### src/rtl/cpu_sequencer.sv
// Phase sequencer for the RISC CPU core: steps the 8-phase instruction cycle and
// decodes opcode/zero into the datapath strobes. Outputs are pure decodes of state.
module cpu_sequencer #(
    parameter int OPC_WIDTH   = 3,
    parameter int PHASE_WIDTH = 3
) (
    input  logic                   clk,
    input  logic                   rst,
    input  logic [OPC_WIDTH-1:0]   opcode,
    input  logic                   zero,
    output logic                   sel,
    output logic                   rd,
    output logic                   wr,
    output logic                   ld_ir,
    output logic                   inc_pc,
    output logic                   ld_pc,
    output logic                   ld_ac,
    output logic                   data_e,
    output logic                   halt,
    output logic [PHASE_WIDTH-1:0] phase
);

    typedef enum logic [PHASE_WIDTH-1:0] {
        INST_ADDR  = PHASE_WIDTH'(0),
        INST_FETCH = PHASE_WIDTH'(1),
        INST_LOAD  = PHASE_WIDTH'(2),
        IDLE       = PHASE_WIDTH'(3),
        OP_ADDR    = PHASE_WIDTH'(4),
        OP_FETCH   = PHASE_WIDTH'(5),
        ALU_OP     = PHASE_WIDTH'(6),
        STORE      = PHASE_WIDTH'(7)
    } phase_t;

    localparam logic [OPC_WIDTH-1:0] OP_HLT = OPC_WIDTH'(0);
    localparam logic [OPC_WIDTH-1:0] OP_SKZ = OPC_WIDTH'(1);
    localparam logic [OPC_WIDTH-1:0] OP_ADD = OPC_WIDTH'(2);
    localparam logic [OPC_WIDTH-1:0] OP_AND = OPC_WIDTH'(3);
    localparam logic [OPC_WIDTH-1:0] OP_XOR = OPC_WIDTH'(4);
    localparam logic [OPC_WIDTH-1:0] OP_LDA = OPC_WIDTH'(5);
    localparam logic [OPC_WIDTH-1:0] OP_STO = OPC_WIDTH'(6);
    localparam logic [OPC_WIDTH-1:0] OP_JMP = OPC_WIDTH'(7);

    phase_t phase_q;
    logic   halted_q;
    logic   alu_op;

    always_ff @(posedge clk) begin
        if (!rst) begin
            phase_q  <= INST_ADDR;
            halted_q <= 1'b0;
        end else if (!halted_q) begin
            // HLT freezes the counter where it is; the phase output is forced to 0 instead.
            if (phase_q == OP_ADDR && opcode == OP_HLT) begin
                halted_q <= 1'b1;
            end else begin
                phase_q <= phase_t'(phase_q + 1'b1);
            end
        end
    end

    assign alu_op = (opcode == OP_ADD) || (opcode == OP_AND) ||
                    (opcode == OP_XOR) || (opcode == OP_LDA);

    // Opcode is only consulted in phases 4-7 so an IR being reloaded cannot leak through.
    always_comb begin
        sel    = 1'b0;
        rd     = 1'b0;
        wr     = 1'b0;
        ld_ir  = 1'b0;
        inc_pc = 1'b0;
        ld_pc  = 1'b0;
        ld_ac  = 1'b0;
        data_e = 1'b0;
        halt   = 1'b0;
        if (halted_q) begin
            halt = 1'b1;
        end else begin
            case (phase_q)
                INST_ADDR: begin
                    sel = 1'b1;
                end
                INST_FETCH: begin
                    sel = 1'b1;
                    rd  = 1'b1;
                end
                INST_LOAD, IDLE: begin
                    sel   = 1'b1;
                    rd    = 1'b1;
                    ld_ir = 1'b1;
                end
                OP_ADDR: begin
                    inc_pc = 1'b1;
                    halt   = (opcode == OP_HLT);
                end
                OP_FETCH: begin
                    rd = alu_op;
                end
                ALU_OP: begin
                    rd     = alu_op;
                    inc_pc = (opcode == OP_SKZ) && zero;
                    ld_pc  = (opcode == OP_JMP);
                    data_e = (opcode == OP_STO);
                end
                STORE: begin
                    rd     = alu_op;
                    ld_ac  = alu_op;
                    ld_pc  = (opcode == OP_JMP);
                    wr     = (opcode == OP_STO);
                    data_e = (opcode == OP_STO);
                end
                default: begin
                    sel = 1'b1;
                end
            endcase
        end
    end

    assign phase = halted_q ? '0 : phase_q;

endmodule

### config.mk
export PLATFORM = sky130hd
export DESIGN_NAME = cpu_sequencer
export DESIGN_NICKNAME = d
export VERILOG_FILES = /design/src/rtl/cpu_sequencer.sv
export SDC_FILE = /design/constraint.sdc
export NUM_CORES = 1
export LEC_CHECK = 0
export CAP_MARGIN = 20
export CORE_AREA = 2 2 39 41
export CTS_CLUSTER_SIZE = 30
export DETAILED_ROUTE_END_ITERATION = 10
export DIE_AREA = 0 0 41 43
export PLACE_DENSITY_LB_ADDON = 0.12
export SYNTH_ARGS = -nofsm -noshare
export SYNTH_HDL_FRONTEND = slang
export SYNTH_SLANG_ARGS = --single-unit
### constraint.sdc
create_clock -name clk -period 2.3 [get_ports clk]
set_clock_uncertainty 0.1 [all_clocks]
set_input_delay 0.575 -clock clk [delete_from_list [all_inputs] [get_ports clk]]
set_output_delay 0.575 -clock clk [all_outputs]
set_load 0.02 [all_outputs]
* After elaboration in Yosys (flattened, before gate mapping)
Cells that the tools add are included.
Widths: inputs -> output; s select.
** Storage, ports and cells
- Logic and storage cells :: 53
- Input port bits :: 6
- Flip-flop bits (word level) :: 4
- Output and inout bits :: 12
** Cells by class
- Bitwise logic cells :: 2
- Muxes and demuxes :: 21
- Reduce and logical (&&, ||, !) cells :: 13
- Add/subtract/negate cells :: 1
- Eq/ne operators :: 14
** Operators by type and width (count)
- $eq 3x3->1 const B :: 8
- $mux 1 :: 18
- $eq 3x2->1 const B :: 4
- $eq 3x1->1 const B :: 2
- $logic_not 3->1 :: 2
- $reduce_or 3->1 :: 2
- $pmux 1 s2 :: 2
- $reduce_or 2->1 :: 2
- $reduce_or 4->1 :: 1
- $add 3x1->3 const B :: 1
- $logic_or 1x1->1 :: 3
- $mux 3 :: 1
- $logic_and 1x1->1 :: 2
- $not 1->1 :: 2
- $reduce_and 2->1 :: 1

* Logic depth before layout (Yosys ltp)
- Depth in word-level cells :: 6
- Gate-level depth with buffers :: 5
- Gate-level depth less buffers :: 5

* Worst setup path after synthesis
No wires, ideal clock.
- Kind :: reg2out
- Start :: register phase_q[0]
- End :: output inc_pc
- Arrival :: 1524 ps
- Stages on the path, launching flop included :: 6
- Path buffers :: 0
- Required time :: 1625 ps
- Slack :: 101 ps
- Cell sequence :: dfxtp_1 > inv_1 > ha_1 > and3_1 > a31oi_1 > nor4_1
** Between the ends
- Cells in the longest elaborated chain, start to end :: 3
- Elaborated cells on any way between the ends :: 4
- Classes of those cells :: eq/ne (2); mux (2)
** RTL lines
- start, declared :: RTL line 43 : phase_t phase_q;
- start signal, assigned :: RTL line 56 : phase_q <= phase_t'(phase_q + 1'b1);
- $eq 3x3->1 :: RTL line 78 : case (phase_q)
- $pmux 1 s2 * :: RTL line 78
- $mux 1 * :: RTL line 75 : if (halted_q) begin
- end, declared :: RTL line 15 : output logic inc_pc,
Every way passes the cells marked *; elsewhere a longest branch is shown, timed or not.

* Worst setup path after layout
Same ends and word-level chain as after synthesis.

==> impl_metrics.tcl <==
set metrics [dict create \
    status "complete, but fails checks" \
    violations "setup timing" \
    path_cells "inv_1, ha_2, and3_1, a31oi_1, nor4_1, buf_2" \
    cts_hold_buffers 0 \
    pre_cts_ws_ps -574 \
    final_area_um2 743 \
    dp_hpwl_um 908 \
    cts_setup_buffers 0 \
    num_io_pins 18 \
    place_area_um2 731 \
    cts_num_sinks 4 \
    io_buffers 17 \
    antenna_cells 0 \
    synth_top_flop_cell "dfxtp_1" \
    crit_buf_inv 2 \
    drt_iter0_drc 4 \
    clk_path_buf_depth 2 \
    area_growth_pct 59.7 \
    antenna_left 0 \
    dr.pass1.iters 4 \
    crit_slowest_cell "dfxtp_2" \
    synth_top_family_by_area "simple AND/OR/NAND/NOR gates" \
    max_stage_delay_ps 330 \
    nets 103 \
    cts-root-buf "clkbuf_4" \
    timing.setup.tns_ps -10.5 \
    viasPerCell 5.09 \
    clock_latency_ps 230 \
    setup.worst_path.class "flop to output pin" \
    grt_pass1_wl_um 1810 \
    hold_slack_ps 503 \
    synth_seq_area_share_pct 17.2 \
    clk_pin_slew_ps 40 \
    period_needed_ps 2310 \
    rr_startpoint "phase_q[0]" \
    synthCells 58 \
    p_leak_nw 0.376 \
    max_freq_mhz 433 \
    netlist-cell-type-count 31 \
    initial_core_util_pct 33.6 \
    wirelength_um 1140 \
    syn_area_per_cell_um2 8.02 \
    cpLargestDelayFamily "simple AND/OR/NAND/NOR gates" \
    slew-limit-headroom_pct 81.9 \
    cp.arrival_ps 1640 \
    worst_slack_ps -10.5 \
    drive_above_1_share_pct 44.9 \
    fin_crit_sh_pct 100 \
    synth_compound_area_share_pct 20.4 \
    yosysWarnings 0 \
    rr_worst_depth 6 \
    cts_tree "done" \
    ir_drop_v 0.000453 \
    final_cells 105 \
    synth-simple-area-share_pct 33.1 \
    timing_hold_violations_final 0 \
    synth_fp_nets 70 \
    worstMarginPinSlew_ps 268 \
    syn_area_um2 465 \
    synth_seq_cells 4 \
    finalSetupViolations 1 \
    drcViolationCount 0 \
    gr-total-overflow 0 \
    dieArea_um2 1760 \
    dr_total_vias 534 \
    cts_htree_levels 1 \
    grt_usage_pct 15.1 \
    async_flop_share_pct 0 \
    grt_pass1_vias 461 \
    cts_inserted_buffers 3 \
    reg2reg_slack_ps 800 \
    synth-adder-area-share_pct 16.1 \
    antenna_found_initial 0 \
    synth_edf_count 0 \
    worstSetupEndpointType "output pin" \
    rsz0062_at_grt "true" \
    die_h_um 43 \
    synth_mux_area_share_pct 0 \
    critPathLaunchType "flop" \
    place_inst 102 \
    synthXorXnorAreaFrac_pct 1.88 \
    maxCapViolCount 0 \
    r2r_end "phase_q[1]" \
    crit_end "inc_pc" \
    drv_slew 0 \
    coreArea_um2 1380 \
    die_w_um 41 \
    startpoint "phase_q[0]" \
    gp_congestion 0.725 \
    hp-class "flop to flop" \
    grt_max_degree 13 \
    rows 14 \
    path_depth 6 \
    cellPowerDensity_nw_per_um2 965 \
    path_max_fanout 5 \
    critPathRequiredTime_ps 1620 \
    wl_per_cell_um 10.8 \
]
[metrics by stage]
stage | utilization, % | power, W
5_1_grt | 53.7 | 0.000782
3_5_place_dp | 52.8 | 0.000643
4_1_cts | 53.3 | 0.000710
3_3_place_gp | 52.8 | 0.000641
2_1_floorplan | - | 0.000395
6_report | 53.7 | 0.000717
[placed cells by master, fill, tap and decap left out, types with 2 or more instances in the layout]
| master | netlist | final |
|---|---|---|
| dlygate4sd2_1 | 0 | 4 |
| clkbuf_4 | 0 | 3 |
| a21oi_2 | 1 | 2 |
| inv_1 | 7 | 6 |
| nor4_1 | 3 | 3 |
| a21oi_1 | 3 | 2 |
| buf_2 | 0 | 6 |
| dlymetal6s2s_1 | 0 | 2 |
| dfxtp_2 | 0 | 3 |
| ha_1 | 6 | 3 |
| nor2_1 | 8 | 8 |
| nand3_1 | 2 | 2 |
| buf_4 | 0 | 14 |
| clkdlybuf4s50_1 | 0 | 3 |
| inv_2 | 1 | 2 |
| ha_2 | 0 | 3 |
[cells by family after synthesis]
| logic type | Yosys count |
|---|---|
| flip-flops | 4 |
| AND/OR/NAND/NOR | 25 |
| adder cells (fa/ha/maj) | 6 |
| AO/OA/AOI/OAI | 12 |
| XOR/XNOR | 1 |
| buffers and inverters | 10 |
[state kept, by name, summed over array words and instances, names as in the netlist]
signal	count
phase_q	3
halted_q	1
[power by group]
part / total [W] / switching, W / internal [W]
Clock: 0.0000837 / 0.0000256 / 0.0000582
Sequential: 0.000115 / 0.0000213 / 0.0000934
Combinational: 0.000518 / 0.000255 / 0.000263
Total: 0.000717 / 0.000302 / 0.000415
[per-layer routing]
| metal | wire [µm] | GRT usage, % | up-vias |
|---|---|---|---|
| li1 | - | - | 275 |
| met1 | 487 | 16.0 | 245 |
| met4 | 0 | 8.00 | 0 |
| met2 | 597 | 25.0 | 14 |
| met3 | 53 | 4.71 | 0 |
| met5 | 0 | 0 | - |
[area by class of cell]
class	instances	area [µm²]
fill	152	641
multi-input combinational	44	357
timing repair buffer	30	230
sequential	4	83.8
inverter	8	30.0
clock buffer	3	22.5
tap	16	20.0
[cell usage after synthesis, types with 2 or more instances]
master	number	area, µm²
ha_1	6	75.1
a21oi_1	3	15.0
nor4_1	3	18.8
nor2_1	8	30.0
inv_1	7	26.3
nand3_1	2	10.0
buf_6	2	22.5
dfxtp_1	4	80.1
[timing repair]
action                                 4_1_cts  5_1_grt
resized for setup                           43       10
cloned                                       0        0
pin swaps                                    1        5
endpoints found under the hold margin        0        0
setup endpoints to repair                   10        5
[worst min-delay path by stage]
stage / endpoint / cells past startpoint / startpoint
floorplan: phase_q[2] / 2 / halted_q
global placement: phase_q[2] / 3 / phase_q[2]
detailed placement: phase_q[2] / 3 / phase_q[2]
CTS: phase_q[2] / 1 / halted_q
global route: phase_q[2] / 1 / halted_q
finish: phase_q[2] / 1 / halted_q
[worst reg2reg max path, stage by stage (launching register included)]
cell and delay, ps:
dfxtp_2 330, inv_1 100, ha_2 200, and3b_4 200, buf_4 130, nor4_2 40
a311o_1 270
(Power assumes the default switching activity.)
==> patch 1: new RTL, same flow settings <==
Register the output `sel`, with the module's reset; this adds one clock of latency there. The other outputs are not delayed to match.
--- a/src/rtl/cpu_sequencer.sv
+++ b/src/rtl/cpu_sequencer.sv
@@ -41,4 +41,6 @@
     localparam logic [OPC_WIDTH-1:0] OP_JMP = OPC_WIDTH'(7);
 
+    logic sel_d;
+
     phase_t phase_q;
     logic   halted_q;
@@ -64,5 +66,5 @@
     // Opcode is only consulted in phases 4-7 so an IR being reloaded cannot leak through.
     always_comb begin
-        sel    = 1'b0;
+        sel_d  = 1'b0;
         rd     = 1'b0;
         wr     = 1'b0;
@@ -78,12 +80,12 @@
             case (phase_q)
                 INST_ADDR: begin
-                    sel = 1'b1;
+                    sel_d = 1'b1;
                 end
                 INST_FETCH: begin
-                    sel = 1'b1;
+                    sel_d = 1'b1;
                     rd  = 1'b1;
                 end
                 INST_LOAD, IDLE: begin
-                    sel   = 1'b1;
+                    sel_d = 1'b1;
                     rd    = 1'b1;
                     ld_ir = 1'b1;
@@ -110,5 +112,5 @@
                 end
                 default: begin
-                    sel = 1'b1;
+                    sel_d = 1'b1;
                 end
             endcase
@@ -118,4 +120,12 @@
     assign phase = halted_q ? '0 : phase_q;
 
+    always_ff @(posedge clk) begin
+        if (!rst) begin
+            sel <= '0;
+        end else begin
+            sel <= sel_d;
+        end
+    end
+
 endmodule
 
Behaviour: not the same (Yosys sat finds a counterexample within 4 cycles, from zero or initial values and one cycle with rst low).
==> patch 1 against the original RTL <==
  * Final area fell by 5.4%
  * Worst setup slack improved by 0.092 ns
  * Combinational power decreased by 3%
  * Sequential share of layout area up 3.7 points
  * Sequential cell count is 1 higher
  * Synthesized area is 5.4% lower
  * Wire length increased by 2.9%
  * Final cell count down 3.8%
  * Power increased by 6.3%
  * Critical path type is now in2out
  * Critical endpoint is now ld_pc
==> patch 1: results (changes against the original RTL) <==
Vias in the first global route - 467 (was 461)
DP Worst Slack - -0.5640 ns (was -0.5744 ns)
DR vias - 488 (was 534)
Worst Max-Slew Pin Slew - 0.3442 ns (was 0.2680 ns)
Post-Syn Instances - 56 (was 58)
Hpwl dp - 888 um (was 907.6 um)
Yosys cell types - 25 (was 31)
Largest regs - phase_q (3), halted_q (1), sel (1) (was phase_q (3), halted_q (1))
Run status - finished clean (was complete, but fails checks)
Primary FF master, synth - dfxtp_1 (unchanged)
Min Tclk post-route - 2.218 ns (was 2.311 ns)
Syn nets - 67 (was 70)
Initial antenna violation count - 0 (unchanged)
Grt ovf - 0 (unchanged)
Placed cells - 97 (was 102)
FF-to-FF End - phase_q[0] (was phase_q[1])
Synth warnings - 0 (unchanged)
Largest cells by area after synthesis - dfxtp_1 23%, ha_1 14%, nand2_1 6.0% (was dfxtp_1 17%, ha_1 16%, nor2_1 6.5%)
CP Data Arrival Time - 1.54 ns (was 1.64 ns)
First-pass DRT Iterations - 4 (unchanged)
Grt met2 use - 25.94% (was 25.00%)
Root Driver - clkbuf_4 (unchanged)
Total track usage - 15.69% (was 15.15%)
Routed WL - 1.171 mm (was 1.138 mm)
Grt met1 use - 16.83% (was 16.03%)
Non-Filler Instances - 101 (was 105)
Starting DRC count in detailed routing - 2 (was 4)
GRT met3 Usage - 3.141% (was 4.712%)
Fillers - 154 (was 152)
Reg2reg setup slack - 0.90 ns (was 0.80 ns)
Gp weighted congestion - 0.7713 (was 0.7249)
Cell Area, Placed - 686.9 um^2 (was 730.7 um^2)
Setup Buffers After CTS - 0 (unchanged)
Post-synthesis sequential area ratio - 22.73% (was 17.20%)
Number of CTS-inserted buffers - 3 (unchanged)
PortBufs - 17 (unchanged)
Wire length of the first global-routing pass - 1.821 mm (was 1.814 mm)
Max IR drop VDD - 0.4712 mV (was 0.4527 mV)
Worst Hold End - halted_q (was phase_q[2])
Crit-path max FO - 4 (was 5)
Synth cell count leaders - 7 x nand2_1, 6 x nor2_1, 5 x dfxtp_1, 5 x ha_1, 4 x nor3_1 (was 8 x nor2_1, 7 x inv_1, 6 x ha_1)
Pleak - 0.3515 nW (was 0.3758 nW)
Largest net degree at the start of global routing - 12 (was 13)
Hold Path Depth - 2 (was 1)
Share of post-route cells with drive strength above 1 - 28.24% (was 44.94%)
==> patch 1: how the worst max path moves through the flow <==
stage / from / to / cells past startpoint
floorplan: opcode[0] / data_e / 2
global placement: opcode[2] / rd / 5
detailed placement: opcode[2] / rd / 5
CTS: phase_q[0] / rd / 6
global route: phase_q[1] / wr / 5
finish: opcode[2] / ld_pc / 4
==> patch 1: critical path, cell delays in order <==
cell	delay, ns
dlygate4sd2_1	0.31
nand2_1	0.13
nor3_1	0.17
dlygate4sd2_1	0.35
==> patch 1: area by class of cell <==
cell class	instances	area, um^2	area share [%]
Inverter	4	15.01	2.135
Sequential cell	5	105.1	14.95
Timing Repair Buffer	28	232.7	33.10
Tap cell	16	20.02	2.847
Multi-Input combinational cell	44	304.0	43.24
Clock buffer	4	26.28	3.737
==> patch 1: metrics by stage <==
step           setup TNS (ns)  hold WS (ns)
6_report                    0        0.4263
5_1_grt                     0        0.4592
4_1_cts                     0        0.4303
3_5_place_dp           -3.290        0.4246
3_3_place_gp           -3.297        0.4219
2_1_floorplan               0        0.4147
==> patch 1: cells by family (layout without fill, tap and decap cells) <==
group,count (synthesis),count (layout),synth area share [%]
xor gates and xnor gates,1,1,1.989
buffers and inverters,7,36,9.375
AOI/OAI and AO/OA,9,9,15.63
muxes,1,1,2.273
and+or+nand+nor,28,28,33.81
DFF,5,5,22.73
adders and majority gates,5,5,14.20
==> patch 1: per-layer routing <==
metal	wire length (um)	up-vias
met1	509	216
met3	69	2
met4	21	0
li1	-	253
met5	0	-
met2	571	17
==> patch 1: repair_timing <==
item,CTS,global route
gates resized for setup,22,5
pin swaps,0,1
setup endpoints to repair,9,3
==> patch 1: where the power goes <==
part	internal (W)	total, W	switching, W
clock	0.0000655	0.0000995	0.0000341
sequential	0.000124	0.000162	0.0000380
combinational	0.000252	0.000500	0.000248
==> patch 2: new RTL, config.mk and constraints unchanged <==
Made on the original files. The parameter `OPC_WIDTH` goes from 3 to 6.
--- a/src/rtl/cpu_sequencer.sv
+++ b/src/rtl/cpu_sequencer.sv
@@ -2,5 +2,5 @@
 // decodes opcode/zero into the datapath strobes. Outputs are pure decodes of state.
 module cpu_sequencer #(
-    parameter int OPC_WIDTH   = 3,
+    parameter int OPC_WIDTH   = 6,
     parameter int PHASE_WIDTH = 3
 ) (
Interface: changed (resized opcode); port bits go from 18 to 21. No check against the original RTL was run, so the function may have changed too.
==> patch 2 against the original RTL <==
  * Wire length decreased by 12%
  * Synthesized cell count decreased by 16%
  * Worst setup slack improved by 0.062 ns
  * Synthesized area decreased by 12%
  * Final area decreased by 6.6%
  * Sequential cell count unchanged
  * Critical endpoint unchanged
Power is not compared: it rests on default switching activity, and its combinational part moved more than twofold at a synthesized area within 25%.
==> patch 2: results (changes against the original RTL) <==
Run status - finished clean (was complete, but fails checks)
Crit-path max FO - 1 (was 5)
Worst Max-Slew Pin Slew - 0.2281 ns (was 0.2680 ns)
Post-synthesis sequential area ratio - 19.57% (was 17.20%)
Starting DRC count in detailed routing - 0 (was 4)
Grt met2 use - 20.00% (was 25.00%)
Met3 wire length - 74 um (was 53 um)
Wire length of the first global-routing pass - 1.697 mm (was 1.814 mm)
Synth cell count leaders - 8 x nand2_1, 5 x ha_1, 4 x dfxtp_1, 4 x nor2_1 (was 8 x nor2_1, 7 x inv_1, 6 x ha_1)
# H-tree levels - 1 (unchanged)
Reg2reg setup slack - 0.76 ns (was 0.80 ns)
Post-synth EDFFs - 0 (unchanged)
Vias in the first global route - 434 (was 461)
First-pass DRT Iterations - 1 (was 4)
Largest cells by area after synthesis - dfxtp_1 20%, ha_1 15%, mux2i_1 7.3% (was dfxtp_1 17%, ha_1 16%, nor2_1 6.5%)
Max incr delay on CP - 0.46 ns (was 0.33 ns)
Wire length on met2 - 475 um (was 597 um)
Hold Violations, Final - 0 (unchanged)
Yosys cell types - 22 (was 31)
GRT met3 Usage - 3.141% (was 4.712%)
Clock slew at reported path FFs - 0.04 ns (about the same)
Cell Area, Placed - 694.4 um^2 (was 730.7 um^2)
Routed WL - 1.007 mm (was 1.138 mm)
Syn nets - 63 (was 70)
Gp weighted congestion - 0.7059 (was 0.7249)
Total track usage - 14.26% (was 15.15%)
CP Data Arrival Time - 1.57 ns (was 1.64 ns)
PortBufs - 20 (was 17)
Layout Nets - 96 (was 103)
Hpwl dp - 869 um (was 907.6 um)
Max Used Layer - met4 (was met3)
Grt met1 use - 18.33% (was 16.03%)
DR vias - 436 (was 534)
Slowest CP cell - clkdlybuf4s50_1 (was dfxtp_2)
Synth top area share - 19.57% (was 17.20%)
Largest net degree at the start of global routing - 8 (was 13)
Metal1 wirelength - 437 um (was 487 um)
CP delay by family, top - buffers and inverters (was simple AND/OR/NAND/NOR gates)
Initial antenna violation count - 0 (unchanged)
Fillers - 143 (was 152)
Share of post-route cells with drive strength above 1 - 36.25% (was 44.94%)
patch 2: cell types whose count changed after synthesis, sizes merged, moves of 2 or more:
| cell | delta |
|---|---|
| mux2i | +3 |
| nor2b | +3 |
| nor3 | +3 |
| a21oi | -2 |
| nor2 | -5 |
| nor4 | -4 |
| nand2 | +7 |
| inv | -5 |
patch 2: stage by stage:
step	hold slack, ns	std cells	power (W)	setup slack [ns]
floorplan	0.3688	49	0.0001262	0.1457
global placement	0.3888	93	0.0001868	-0.6449
detailed placement	0.4044	93	0.0001869	-0.6500
CTS	0.3849	96	0.0002710	0.002688
global route	0.4193	96	0.0002884	-0.01502
finish	0.3803	96	0.0002662	0.05189
patch 2: logic make-up after synthesis:
logic type	share of synthesized area, %
AOI/OAI and AO/OA	13.15
buffers and inverters	5.199
xor gates and xnor gates	2.141
muxes	7.340
adders and majority gates	15.29
DFF	19.57
and+or+nand+nor	37.31
patch 2: worst paths after layout:
kind | startpoint | to | cells past startpoint
max | zero | inc_pc | 5
min | phase_q[0] | phase_q[0] | 2
max reg2reg | phase_q[0] | phase_q[1] | 6
min reg2reg | phase_q[0] | phase_q[0] | 2
patch 2: what timing repair did:
action | CTS | global route
pin swaps | 3 | 4
setup buffers | 0 | 0
endpoints found under the setup margin | 8 | 7
resized for setup | 38 | 11
patch 2: worst min-delay path: cells and delay by family, from the launching register on:
family           cells  cell delay [ns]
DFF                  1             0.33
and+or+nand+nor      1             0.05
muxes                1             0.05
patch 2: area by class of cell:
class | count | area, um^2 | share of cell area [%]
timing repair buffer | 30 | 245.2 | 35.32
inverter | 3 | 11.26 | 1.622
tap | 16 | 20.02 | 2.883
sequential | 4 | 82.58 | 11.89
clock buffer | 3 | 22.52 | 3.243
multi-input combinational | 40 | 312.8 | 45.05
